## src/rtl/fetch_pkg.sv

```systemverilog
// Shared types and constants for the fetch-stage PC generator and its BTB.
package fetch_pkg;

    // Widest PC the BTB entry fields can hold; narrower PCs are zero-extended.
    localparam int unsigned WORD_MAX  = 64;
    localparam int unsigned PC_INCR   = 4;
    localparam logic [1:0]  CTR_RESET = 2'b01;
    localparam logic [1:0]  CTR_ALLOC = 2'b10;

    typedef enum logic {
        BOOT,
        RUN
    } fetch_state_t;

    typedef struct packed {
        logic                valid;
        logic [WORD_MAX-1:0] tag;
        logic [WORD_MAX-1:0] target;
        logic [1:0]          ctr;
    } btb_entry_t;

    function automatic logic [1:0] ctr_step(input logic [1:0] ctr, input logic taken);
        if (taken) begin
            return (ctr == 2'b11) ? ctr : ctr + 2'd1;
        end
        return (ctr == 2'b00) ? ctr : ctr - 2'd1;
    endfunction

endpackage

```

## src/rtl/fetch_pc_gen_if.sv

```systemverilog
// Fetch-stage bus: redirect, BTB training, imem request and IF/ID outputs.
interface fetch_pc_gen_if #(
    parameter int unsigned WordSize = 32
);
    logic                stall;
    logic                flush;
    logic [WordSize-1:0] redirect_pc;
    logic                upd_valid;
    logic [WordSize-1:0] upd_pc;
    logic [WordSize-1:0] upd_target;
    logic                upd_taken;
    logic                imem_req_ready;
    logic                imem_req_valid;
    logic [WordSize-1:0] imem_addr;
    logic                if_valid;
    logic [WordSize-1:0] if_pc;
    logic                if_pred_taken;
    logic [WordSize-1:0] if_pred_pc;

    modport master (
        input  stall, flush, redirect_pc,
        input  upd_valid, upd_pc, upd_target, upd_taken,
        input  imem_req_ready,
        output imem_req_valid, imem_addr,
        output if_valid, if_pc, if_pred_taken, if_pred_pc
    );

    modport slave (
        output stall, flush, redirect_pc,
        output upd_valid, upd_pc, upd_target, upd_taken,
        output imem_req_ready,
        input  imem_req_valid, imem_addr,
        input  if_valid, if_pc, if_pred_taken, if_pred_pc
    );
endinterface

```

## src/rtl/fetch_btb.sv

```systemverilog
// Direct-mapped branch target buffer with 2-bit saturating direction counters.
module fetch_btb
    import fetch_pkg::*;
#(
    parameter int unsigned WordSize   = 32,
    parameter int unsigned BtbEntries = 8
) (
    input  logic                clk,
    input  logic                rst,
    input  logic [WordSize-1:0] lkp_pc_i,
    output logic                lkp_taken_o,
    output logic [WordSize-1:0] lkp_target_o,
    input  logic                upd_valid_i,
    input  logic [WordSize-1:0] upd_pc_i,
    input  logic [WordSize-1:0] upd_target_i,
    input  logic                upd_taken_i
);
    localparam int unsigned IW = $clog2(BtbEntries);

    btb_entry_t          entries_q [BtbEntries];
    btb_entry_t          lkp_entry;
    btb_entry_t          upd_entry;
    btb_entry_t          upd_entry_d;
    logic                upd_we;
    logic                upd_hit;
    logic [IW-1:0]       lkp_idx;
    logic [IW-1:0]       upd_idx;
    logic [WORD_MAX-1:0] lkp_tag;
    logic [WORD_MAX-1:0] upd_tag;

    assign lkp_idx = lkp_pc_i[2+IW-1:2];
    assign upd_idx = upd_pc_i[2+IW-1:2];
    assign lkp_tag = WORD_MAX'(lkp_pc_i >> (2 + IW));
    assign upd_tag = WORD_MAX'(upd_pc_i >> (2 + IW));

    // Lookup reads the registered array, so a same-cycle update is not yet visible.
    assign lkp_entry    = entries_q[lkp_idx];
    assign lkp_taken_o  = lkp_entry.valid && (lkp_entry.tag == lkp_tag) && lkp_entry.ctr[1];
    assign lkp_target_o = WordSize'(lkp_entry.target);

    assign upd_entry = entries_q[upd_idx];
    assign upd_hit   = upd_entry.valid && (upd_entry.tag == upd_tag);

    // NOTE: every combinational output gets a default first so no latch is inferred.
    always_comb begin
        upd_we      = 1'b0;
        upd_entry_d = upd_entry;
        if (upd_valid_i) begin
            if (upd_hit) begin
                upd_we          = 1'b1;
                upd_entry_d.ctr = ctr_step(upd_entry.ctr, upd_taken_i);
                if (upd_taken_i) begin
                    upd_entry_d.target = WORD_MAX'(upd_target_i);
                end
            end else if (upd_taken_i) begin
                upd_we      = 1'b1;
                upd_entry_d = '{valid: 1'b1, tag: upd_tag,
                                target: WORD_MAX'(upd_target_i), ctr: CTR_ALLOC};
            end
        end
    end

    // NOTE: the array is reset entry by entry because stale valid bits would mispredict.
    always_ff @(posedge clk) begin
        if (rst) begin
            for (int i = 0; i < int'(BtbEntries); i++) begin
                entries_q[i] <= '{valid: 1'b0, tag: '0, target: '0, ctr: CTR_RESET};
            end
        end else if (upd_we) begin
            entries_q[upd_idx] <= upd_entry_d;
        end
    end

endmodule

```

## src/rtl/fetch_pc_gen.sv

```systemverilog
// Fetch-stage PC generator: PC register, imem request and IF/ID register.
// Define FETCH_BTB_EN to add the BTB branch predictor; otherwise pc+4 is predicted.
module fetch_pc_gen
    import fetch_pkg::*;
#(
    parameter int unsigned         WordSize    = 32,
    parameter int unsigned         BtbEntries  = 8,
    parameter logic [WordSize-1:0] ResetVector = '0
) (
    input  logic           clk,
    input  logic           rst,
    fetch_pc_gen_if.master bus
);
    fetch_state_t        state_q, state_d;
    logic [WordSize-1:0] pc_q, pc_d;
    logic [WordSize-1:0] pc_seq;
    logic [WordSize-1:0] pred_pc;
    logic                pred_taken;
    logic                req_valid;
    logic                accept;
    logic                if_valid_q, if_valid_d;
    logic [WordSize-1:0] if_pc_q, if_pc_d;
    logic                if_pred_taken_q, if_pred_taken_d;
    logic [WordSize-1:0] if_pred_pc_q, if_pred_pc_d;

    assign pc_seq = pc_q + WordSize'(PC_INCR);

`ifdef FETCH_BTB_EN
    logic                btb_taken;
    logic [WordSize-1:0] btb_target;

    fetch_btb #(
        .WordSize   (WordSize),
        .BtbEntries (BtbEntries)
    ) u_btb (
        .clk          (clk),
        .rst          (rst),
        .lkp_pc_i     (pc_q),
        .lkp_taken_o  (btb_taken),
        .lkp_target_o (btb_target),
        .upd_valid_i  (bus.upd_valid),
        .upd_pc_i     (bus.upd_pc),
        .upd_target_i (bus.upd_target),
        .upd_taken_i  (bus.upd_taken)
    );

    assign pred_taken = btb_taken;
    assign pred_pc    = btb_taken ? btb_target : pc_seq;
`else
    logic unused_upd;
    assign unused_upd = ^{bus.upd_valid, bus.upd_pc, bus.upd_target, bus.upd_taken};
    assign pred_taken = 1'b0;
    assign pred_pc    = pc_seq;
`endif

    always_comb begin
        state_d = state_q;
        unique case (state_q)
            BOOT: state_d = RUN;
            RUN:  state_d = RUN;
        endcase
    end

    // Flush beats stall, stall beats accept; a flushed cycle never issues a request.
    always_comb begin
        req_valid       = (state_q == RUN) && !bus.stall && !bus.flush;
        accept          = req_valid && bus.imem_req_ready;
        pc_d            = pc_q;
        if_valid_d      = if_valid_q;
        if_pc_d         = if_pc_q;
        if_pred_taken_d = if_pred_taken_q;
        if_pred_pc_d    = if_pred_pc_q;
        if (bus.flush) begin
            pc_d       = {bus.redirect_pc[WordSize-1:2], 2'b00};
            if_valid_d = 1'b0;
        end else if (!bus.stall) begin
            if (accept) begin
                pc_d            = pred_pc;
                if_valid_d      = 1'b1;
                if_pc_d         = pc_q;
                if_pred_taken_d = pred_taken;
                if_pred_pc_d    = pred_pc;
            end else begin
                if_valid_d = 1'b0;
            end
        end
    end

    // NOTE: sequential state uses non-blocking assignments so all registers update together.
    always_ff @(posedge clk) begin
        if (rst) begin
            state_q         <= BOOT;
            pc_q            <= ResetVector;
            if_valid_q      <= 1'b0;
            if_pc_q         <= '0;
            if_pred_taken_q <= 1'b0;
            if_pred_pc_q    <= '0;
        end else begin
            state_q         <= state_d;
            pc_q            <= pc_d;
            if_valid_q      <= if_valid_d;
            if_pc_q         <= if_pc_d;
            if_pred_taken_q <= if_pred_taken_d;
            if_pred_pc_q    <= if_pred_pc_d;
        end
    end

    assign bus.imem_req_valid = req_valid;
    assign bus.imem_addr      = pc_q;
    assign bus.if_valid       = if_valid_q;
    assign bus.if_pc          = if_pc_q;
    assign bus.if_pred_taken  = if_pred_taken_q;
    assign bus.if_pred_pc     = if_pred_pc_q;

endmodule

```

## src/flat_wrapper.sv

```systemverilog
// flat-port wrapper written by rule: the top's interface ports become plain ports
module fetch_pc_gen_flat import fetch_pkg::*;
#(
    parameter int unsigned         WordSize    = 32,
    parameter int unsigned         BtbEntries  = 8,
    parameter logic [WordSize-1:0] ResetVector = '0
)
  (clk, rst, bus_stall, bus_flush, bus_redirect_pc, bus_upd_valid, bus_upd_pc, bus_upd_target, bus_upd_taken, bus_imem_req_ready, bus_imem_req_valid, bus_imem_addr, bus_if_valid, bus_if_pc, bus_if_pred_taken, bus_if_pred_pc);
  fetch_pc_gen_if #(.WordSize(WordSize)) bus_i ();
  input  logic clk;
  input  logic rst;
  input wire logic [$bits(bus_i.stall)-1:0] bus_stall;
  input wire logic [$bits(bus_i.flush)-1:0] bus_flush;
  input wire logic [$bits(bus_i.redirect_pc)-1:0] bus_redirect_pc;
  input wire logic [$bits(bus_i.upd_valid)-1:0] bus_upd_valid;
  input wire logic [$bits(bus_i.upd_pc)-1:0] bus_upd_pc;
  input wire logic [$bits(bus_i.upd_target)-1:0] bus_upd_target;
  input wire logic [$bits(bus_i.upd_taken)-1:0] bus_upd_taken;
  input wire logic [$bits(bus_i.imem_req_ready)-1:0] bus_imem_req_ready;
  output wire logic [$bits(bus_i.imem_req_valid)-1:0] bus_imem_req_valid;
  output wire logic [$bits(bus_i.imem_addr)-1:0] bus_imem_addr;
  output wire logic [$bits(bus_i.if_valid)-1:0] bus_if_valid;
  output wire logic [$bits(bus_i.if_pc)-1:0] bus_if_pc;
  output wire logic [$bits(bus_i.if_pred_taken)-1:0] bus_if_pred_taken;
  output wire logic [$bits(bus_i.if_pred_pc)-1:0] bus_if_pred_pc;
  assign bus_i.stall = bus_stall;
  assign bus_i.flush = bus_flush;
  assign bus_i.redirect_pc = bus_redirect_pc;
  assign bus_i.upd_valid = bus_upd_valid;
  assign bus_i.upd_pc = bus_upd_pc;
  assign bus_i.upd_target = bus_upd_target;
  assign bus_i.upd_taken = bus_upd_taken;
  assign bus_i.imem_req_ready = bus_imem_req_ready;
  assign bus_imem_req_valid = bus_i.imem_req_valid;
  assign bus_imem_addr = bus_i.imem_addr;
  assign bus_if_valid = bus_i.if_valid;
  assign bus_if_pc = bus_i.if_pc;
  assign bus_if_pred_taken = bus_i.if_pred_taken;
  assign bus_if_pred_pc = bus_i.if_pred_pc;
  fetch_pc_gen #(.WordSize(WordSize), .BtbEntries(BtbEntries), .ResetVector(ResetVector)) u_core (.clk(clk), .rst(rst), .bus(bus_i));
endmodule
```

## config.mk

```make
export PLATFORM = sky130hd
export DESIGN_NAME = fetch_pc_gen_flat
export DESIGN_NICKNAME = d
export VERILOG_FILES = /design/src/rtl/fetch_pkg.sv /design/src/rtl/fetch_pc_gen_if.sv /design/src/rtl/fetch_btb.sv /design/src/rtl/fetch_pc_gen.sv /design/src/flat_wrapper.sv
export SDC_FILE = /design/constraint.sdc
export NUM_CORES = 1
export LEC_CHECK = 0
export CORE_AREA = 2 2 116 118
export CTS_CLUSTER_SIZE = 24
export DETAILED_ROUTE_END_ITERATION = 8
export DIE_AREA = 0 0 118 120
export PLACE_DENSITY = 0.7
export SETUP_SLACK_MARGIN = 0.4
export SYNTH_ARGS = -nofsm -noshare
export SYNTH_HDL_FRONTEND = slang
export SYNTH_SLANG_ARGS = --single-unit
```

## constraint.sdc

```tcl
create_clock -name clk -period 4.1 [get_ports clk]
set_input_delay 0.41 -clock clk [delete_from_list [all_inputs] [get_ports clk]]
set_output_delay 0.41 -clock clk [all_outputs]
set_load 0.02 [all_outputs]
```

## Yosys cells after proc, flatten, opt, wreduce, memory -nomap -nowiden

Cells that the tools add are included.

| word-level totals | value |
|---|---|
| bits in registers | 98 |
| input port bits | 103 |

| operators by class | value |
|---|---|
| bitwise operators | 2 |
| equal/unequal tests | 1 |
| mux-type cells | 5 |
| $add $sub $neg | 1 |
| reductions and logical operators | 10 |

Operators by type and width:

| cell | count |
|---|---|
| $mux W32 | 3 |
| $add A32 B3 Y32 const B | 1 |
| $reduce_and A2 Y1 | 2 |
| $logic_and A1 B1 Y1 | 3 |
| $reduce_and A3 Y1 | 1 |
| $logic_not A1 Y1 | 2 |
| $mux W1 | 2 |
| $ne A2 B1 Y1 const B | 1 |
| $not A1 Y1 | 2 |
| $reduce_bool A2 Y1 | 1 |
| $reduce_or A2 Y1 | 1 |

## Depth between registers and ports, before layout

Gate-level depths: netlist of run 1.

| depth | value |
|---|---|
| depth after elaboration | 7 |
| depth in mapped cells | 8 |
| mapped depth without buffers | 6 |

## Least setup slack after synthesis of run 1

OpenSTA, ideal clock, no wires.

| timing | value |
|---|---|
| path type | reg2reg |
| start point | register u_core.pc_q[2], in the netlist u_core.bus.imem_addr[2] |
| end point | register u_core.pc_q[24], in the netlist u_core.bus.imem_addr[24] |
| stages on the path, launching flop included | 7 |
| setup slack | 2.029 ns |
| arrival time | 1.985 ns |
| required time | 4.014 ns |
| clock period less this slack | 2.071 ns |
| path through | dfxtp_1 > ha_1 > nand4_4 > or4_4 > nor3_2 > xnor2_1 > a211oi_1 |

| on the way | value |
|---|---|
| word-level cells in the longest chain between the ends | 4 |

RTL lines:

| element | line | text |
|---|---|---|
| from (decl) | fetch_pc_gen.sv:15 | `logic [WordSize-1:0] pc_q, pc_d;` |
| from (signal assigned) | fetch_pc_gen.sv:93 | `pc_q <= ResetVector;` |
| from (signal assigned) | fetch_pc_gen.sv:100 | `pc_q <= pc_d;` |
| $add A32 B3 Y32 | fetch_pc_gen.sv:26 | `assign pc_seq = pc_q + WordSize'(PC_INCR);` |
| $mux W32 | fetch_pc_gen.sv:77 | `if (accept) begin` |
| $mux W32 | fetch_pc_gen.sv:76 | `end else if (!bus.stall) begin` |
| $mux W32 | fetch_pc_gen.sv:73 | `if (bus.flush) begin` |

No other way between the ends. The select of a mux whose other input is x is not followed.
A chain may end at the register's enable or synchronous reset.

## Worst setup path in the final report of run 1

| timing | value |
|---|---|
| start point | input bus_flush |
| end point | output bus_imem_req_valid |

| on the way | value |
|---|---|
| word-level cells in the longest chain between the ends | 2 |

RTL lines:

| element | line | text |
|---|---|---|
| from (decl) | flat_wrapper.sv:13 | `input wire logic [$bits(bus_i.flush)-1:0] bus_flush;` |
| $logic_not A1 Y1 | fetch_pc_gen.sv:66 | `req_valid = (state_q == RUN) && !bus.stall && !bus.flush;` |
| $logic_and A1 B1 Y1 | fetch_pc_gen.sv:66 |  |
| to (decl) | flat_wrapper.sv:20 | `output wire logic [$bits(bus_i.imem_req_valid)-1:0] bus_imem_req_valid;` |

No other way between the ends.

==> metrics.txt, run 1 <==
post-synth top area cell dfxtp_1; Static Leak 1.96 nW; Initial DRC Count 197; Setup Viol. Count Final 0; worst-margin pin slew 0.792 ns; CP bufs+invs 2; post_cts resized 0; dpl ws 1.42 ns; Critical-path top delay cell clkdlybuf4s50_1; crit path DAT 2.20 ns; Total GRT Usage 0.187; CTS tree done; Post-CTS Setup Bufs 0; number of global-route vias before repair 4069; Synth Area in Compound Gates 0.150; Detailed Routing Iterations Pass 1 4; Starting Density 0.341; clk_lat worst skew 0.35 ns; crit-path max FO 12; RSZ-0062 raised after global routing false; Inserted Clock Buffers 9; sequential area share after synthesis 0.416; post-DR wirelength/cell 16.3 um; cells along the critical path clkdlybuf4s50_1 > nor3b_1 > clkdlybuf4s50_1; Yosys cell types 44; Worst setup EP type output pin; clock sink total 92; ys async rst share 0; final wirelength 13.2 mm; Synth Area in Adders 0.00283; hpwl dp 9.06 mm; post-detailed-route via-to-cell ratio 5.01; Clock Tree Buf Depth 2; Die W 118 um; number of max-cap violations 0; Pwr per Cell Area 350 mW/mm^2; CTS H-tree depth 3; io pins 202; skew final 0.0108 ns; CP max stage delay 0.77 ns; Syn-to-layout area delta 35.5%; most common cell after layout, fill and taps aside clkdlybuf4s50_1; total power 0.00210 W; largest family of logic cells by synthesized area simple AND/OR/NAND/NOR gates; Final ANT Viol Nets 0; FF+latch count, synth 92; DRC errors left 0; run status completed; CTS Hold Buffers Added 0; cells taking the most area after synthesis dfxtp_1 42%, nand2_1 7.3%, a21oi_1 6.9%, xnor2_1 6.7%, xor2_1 3.6%; worst endpoint required time 3.69 ns; min Tclk post-route 2.61 ns; share of layout cells above drive strength 1 0.0790; Final nets 732; Crit path depth 3; Synth Area in Simple Gates 0.245; Core Area 0.0130 mm^2; final hold violation count 0; Hold Path Stages 2; Post-synth EDFFs 0; cell family with most CP delay buffers and inverters; Synth top area share 0.416; Mean Syn Cell Area 8.29 um^2; count of pins over their slew limit 0; Clock Tree Root clkbuf_16; Crit Path Class in -> out; CTS clk-pin slew, worst paths 0.06 ns; post-synthesis mux area share 0.0113; initial antenna violation count 0; most frequent CP cell clkdlybuf4s50_1; RD Place Congestion 0.777; Final Cycle Share 0.636; largest net degree at the start of global routing 66; Chip Height 120 um; Gate Count Post-Synth 534; setup tns final 0 ns; Critical Path Source Type input port; die area 0.0142 mm^2; n_diodes 0; most frequent cells in the layout 125 x clkdlybuf4s50_1, 92 x dfxtp_1, 86 x nand2_1; grt ovf 0; first-pass GRT wire length 21.0 mm; XOR/XNOR share of the synthesized area 0.103; worst setup margin 1.49 ns; Max VDD drop 0.231 mV; Synth Cell Area 0.00443 mm^2; FF-to-FF path depth 5; num rows 42; Port Buffers 126; Fmax 0.384 GHz; DR vias 4054; setup slack, reg-to-reg 1.59 ns; max_slew headroom 0.467; Main synth FF type dfxtp_1; Syn. warnings 0; type of the worst min-delay path reg -> reg
synthesized netlist by cell type, types with 3 or more instances:
master    count
dfxtp_1      92
nand2_1      86
a21oi_1      61
nor2_1       41
xnor2_1      34
clkbuf_1     26
o21ai_0      26
a211oi_1     18
xor2_1       18
nor3_1       13
nor3_2       12
buf_4        11
nand3_1      11
buf_2         9
nand4_1       7
mux2i_1       5
nor4_1        5
or3_1         5
and3_1        4
buf_1         4
buf_6         4
inv_1         4
nor4_2        4
o211a_1       3
final timing paths:
check / start / endpoint
worst min register to register: u_core.bus.if_pc[27] / u_core.bus.if_pc[27]
worst min-delay path: u_core.bus.if_pc[27] / u_core.bus.if_pc[27]
worst max-delay path: bus_flush / bus_imem_req_valid
worst max register to register: u_core.bus.imem_addr[7] / u_core.bus.if_pred_pc[25]
per-stage QoR:
step           hold slack [ns]   util  cell area [um^2]  instances
6_report                 0.455  0.462              5990        809
4_1_cts                  0.456  0.462              5990        809
3_5_place_dp             0.447  0.438              5690        793
5_1_grt                  0.471  0.462              5990        809
3_3_place_gp             0.443  0.438              5690        793
2_1_floorplan            0.535      -              4450        540
worst min-delay path, delay by kind of cell (launching register included):
family	cells	cell delay, ns
DFF	1	0.31
and+or+nand+nor	1	0.05
AOI/OAI and AO/OA	1	0.05
sequential cells by signal (all words and copies together), names as in the netlist:
signal / count
u_core.bus.if_pc: 30
u_core.bus.if_pred_pc: 30
u_core.bus.if_valid: 1
u_core.bus.imem_addr: 30
u_core.state_q: 1
cell families after synthesis:
kind of cell | after synthesis
mux | 5
fa+ha+maj | 1
flops | 92
other cells | 1
compound gates | 116
simple gates | 206
buf+inv | 61
xor+xnor | 52
routing by layer:
layer  global-route usage  share of wire  up-vias
met5                    0              0        -
met4               0.0633          0.011        0
met3               0.0637          0.095       11
met2                0.315           0.47      145
met1                0.224           0.42     1902
li1                     -              -     1996
area by class of cell:
cell class	count	area (um^2)
Tap cell	176	220
Sequential cell	92	1840
Clock buffer	13	260
Clock inverter	3	45.0
Timing Repair Buffer	133	1310
Multi-Input combinational cell	387	2300
Inverter	5	18.8
Fill cell	1267	6990
power breakdown:
group / switching (W) / internal (W) / leakage, nW / total (W)
Combinational: 0.000139 / 0.000127 / 1.07 / 0.000267
Clock: 0.000347 / 0.000507 / 0.142 / 0.000853
Sequential: 0.0000539 / 0.000927 / 0.751 / 0.000981
(Power assumes the default switching activity.)
==> run 2, diff against run 1 <==
==> constraint.sdc (replaced) <==
create_clock -name clk -period 2.53 [get_ports clk]
set_input_delay 0.253 -clock clk [delete_from_list [all_inputs] [get_ports clk]]
set_output_delay 0.253 -clock clk [all_outputs]
set_load 0.02 [all_outputs]
==> run 2 against run 1 <==
  * Sequential share of layout area is 0.91 points lower
  * Routed wire length is 2.0% higher
  * Sequential cell count stayed put
  * Final cell count is 2.5% higher
  * Critical path depth is 2 higher
  * Clock skew is 0.0051 ns lower
  * Count of clock-buffer cells in the layout is 1 higher
  * Highest routed layer unchanged
  * Hold slack better by 0.0019 ns
==> metrics.txt, run 2 (synthesis results as in run 1) <==
cell family with most CP delay simple AND/OR/NAND/NOR gates; CP max stage delay 0.53 ns; number of max-cap violations 0; Clock Tree Buf Depth 2; Crit Path Class reg -> reg; count of pins over their slew limit 0; Die W 118 um; CTS tree done; sequential share of power 0.454; worst-margin pin slew 0.797 ns; hpwl dp 9.50 mm; HP Start u_core.bus.if_pc[24]; largest net degree at the start of global routing 66; CP bufs+invs 0; Max VDD drop 0.298 mV; Setup Viol. Count Final 0; Total GRT Usage 0.191; Pwr per Cell Area 557 mW/mm^2; clk_lat worst skew 0.35 ns; setup tns final 0 ns; total power 0.00345 W; crit path DAT 2.19 ns; Final ANT Viol Nets 0; skew final 0.00571 ns; CTS clk-pin slew, worst paths 0.06 ns; final wirelength 13.5 mm; die area 0.0142 mm^2; CTS H-tree depth 3; Critical Path Start u_core.bus.imem_addr[21]; worst setup margin 0.541 ns; Critical Path Source Type register; dpl ws 0.348 ns; DRC errors left 0; Final nets 753; Clock Tree Root clkbuf_16; WHS 0.457 ns; first-pass GRT wire length 21.4 mm; Detailed Routing Iterations Pass 1 5; Final Cycle Share 0.786; Static Leak 2.09 nW; Syn-to-layout area delta 39.8%; RSZ-0062 raised after global routing true; number of global-route vias before repair 4087; Port Buffers 126; worst endpoint required time 2.73 ns; share of layout cells above drive strength 1 0.113; crit-path max FO 7; Chip Height 120 um; P_sw 0.000873 W; switching portion of total power 0.253; most frequent cells in the layout 125 x clkdlybuf4s50_1, 90 x dfxtp_1, 86 x nand2_1; Clk pwr share 0.405; setup slack, reg-to-reg 0.54 ns; Core Area 0.0130 mm^2; Starting Density 0.341; num rows 42; post-layout util 0.477; max_slew headroom 0.465; Worst setup EP type register; Critical-path top delay cell dfxtp_1; most common cell after layout, fill and taps aside clkdlybuf4s50_1; final hold violation count 0; Inserted Clock Buffers 9; clock sink total 92; share of power burned in combinational logic 0.141; min Tclk post-route 1.99 ns; DR vias 4215; type of the worst min-delay path reg -> reg; n_diodes 0; Int Power 0.00257 W; Fmax 0.503 GHz; run status completed; io pins 202; initial antenna violation count 0; post-DR wirelength/cell 16.2 um; RD Place Congestion 0.813; post-detailed-route via-to-cell ratio 5.08; grt ovf 0; cells along the critical path nand4_2 > nor3_1 > a31oi_1 > o21ai_0 > a21oi_1; Crit Reg-Reg Startpoint u_core.bus.imem_addr[21]; CTS Hold Buffers Added 0; Initial DRC Count 223
==> run 2: final cells by class <==
cell class / count / area, um^2
multi-input combinational: 387 / 2320
tap: 176 / 220
inverter: 5 / 18.8
clock buffer: 14 / 274
sequential: 92 / 1840
clock inverter: 1 / 30.0
fill: 1257 / 6790
timing repair buffer: 154 / 1480
==> run 2: power by group through the flow <==
stage	registers [W]	logic (W)	clock network, W
floorplan	0.00164	0.000215	0
global placement	0.00159	0.000480	0
detailed placement	0.00160	0.000487	0
CTS	0.00156	0.000489	0.00144
global route	0.00157	0.000522	0.00150
finish	0.00156	0.000487	0.00139
==> run 2: repair_timing <==
item / in CTS / in global routing
setup buffers: 0 / 0
setup endpoints to repair: 0 / 17
resized for setup: 0 / 5
==> run 2: per-stage QoR <==
step | instances | cell area, um^2
after detailed placement | 814 | 5860
after global placement | 814 | 5860
after CTS | 829 | 6160
after floorplan | 540 | 4450
final | 829 | 6190
after global routing | 829 | 6190
==> run 2: worst reg2reg max path: stages (launching register included) <==
cell and delay (ns):
dfxtp_1 0.53, nand4_2 0.32, nor3_1 0.44, a31oi_1 0.13, o21ai_0 0.30, a21oi_1 0.12
==> run 2: per-layer routing <==
layer | track usage | part of all wire | vias up
li1 | - | - | 2040
met2 | 0.324 | 0.47 | 145
met3 | 0.0570 | 0.067 | 19
met4 | 0.0633 | 0.015 | 0
met1 | 0.230 | 0.44 | 2011
met5 | 0 | 0 | -
==> run 2: path summary, 6_finish.rpt <==
path,to,cells past startpoint
hold reg to reg,u_core.bus.if_pc[24],2
setup / recovery,u_core.bus.imem_addr[29],5
setup reg to reg,u_core.bus.imem_addr[29],5
hold / removal,u_core.bus.if_pc[24],2
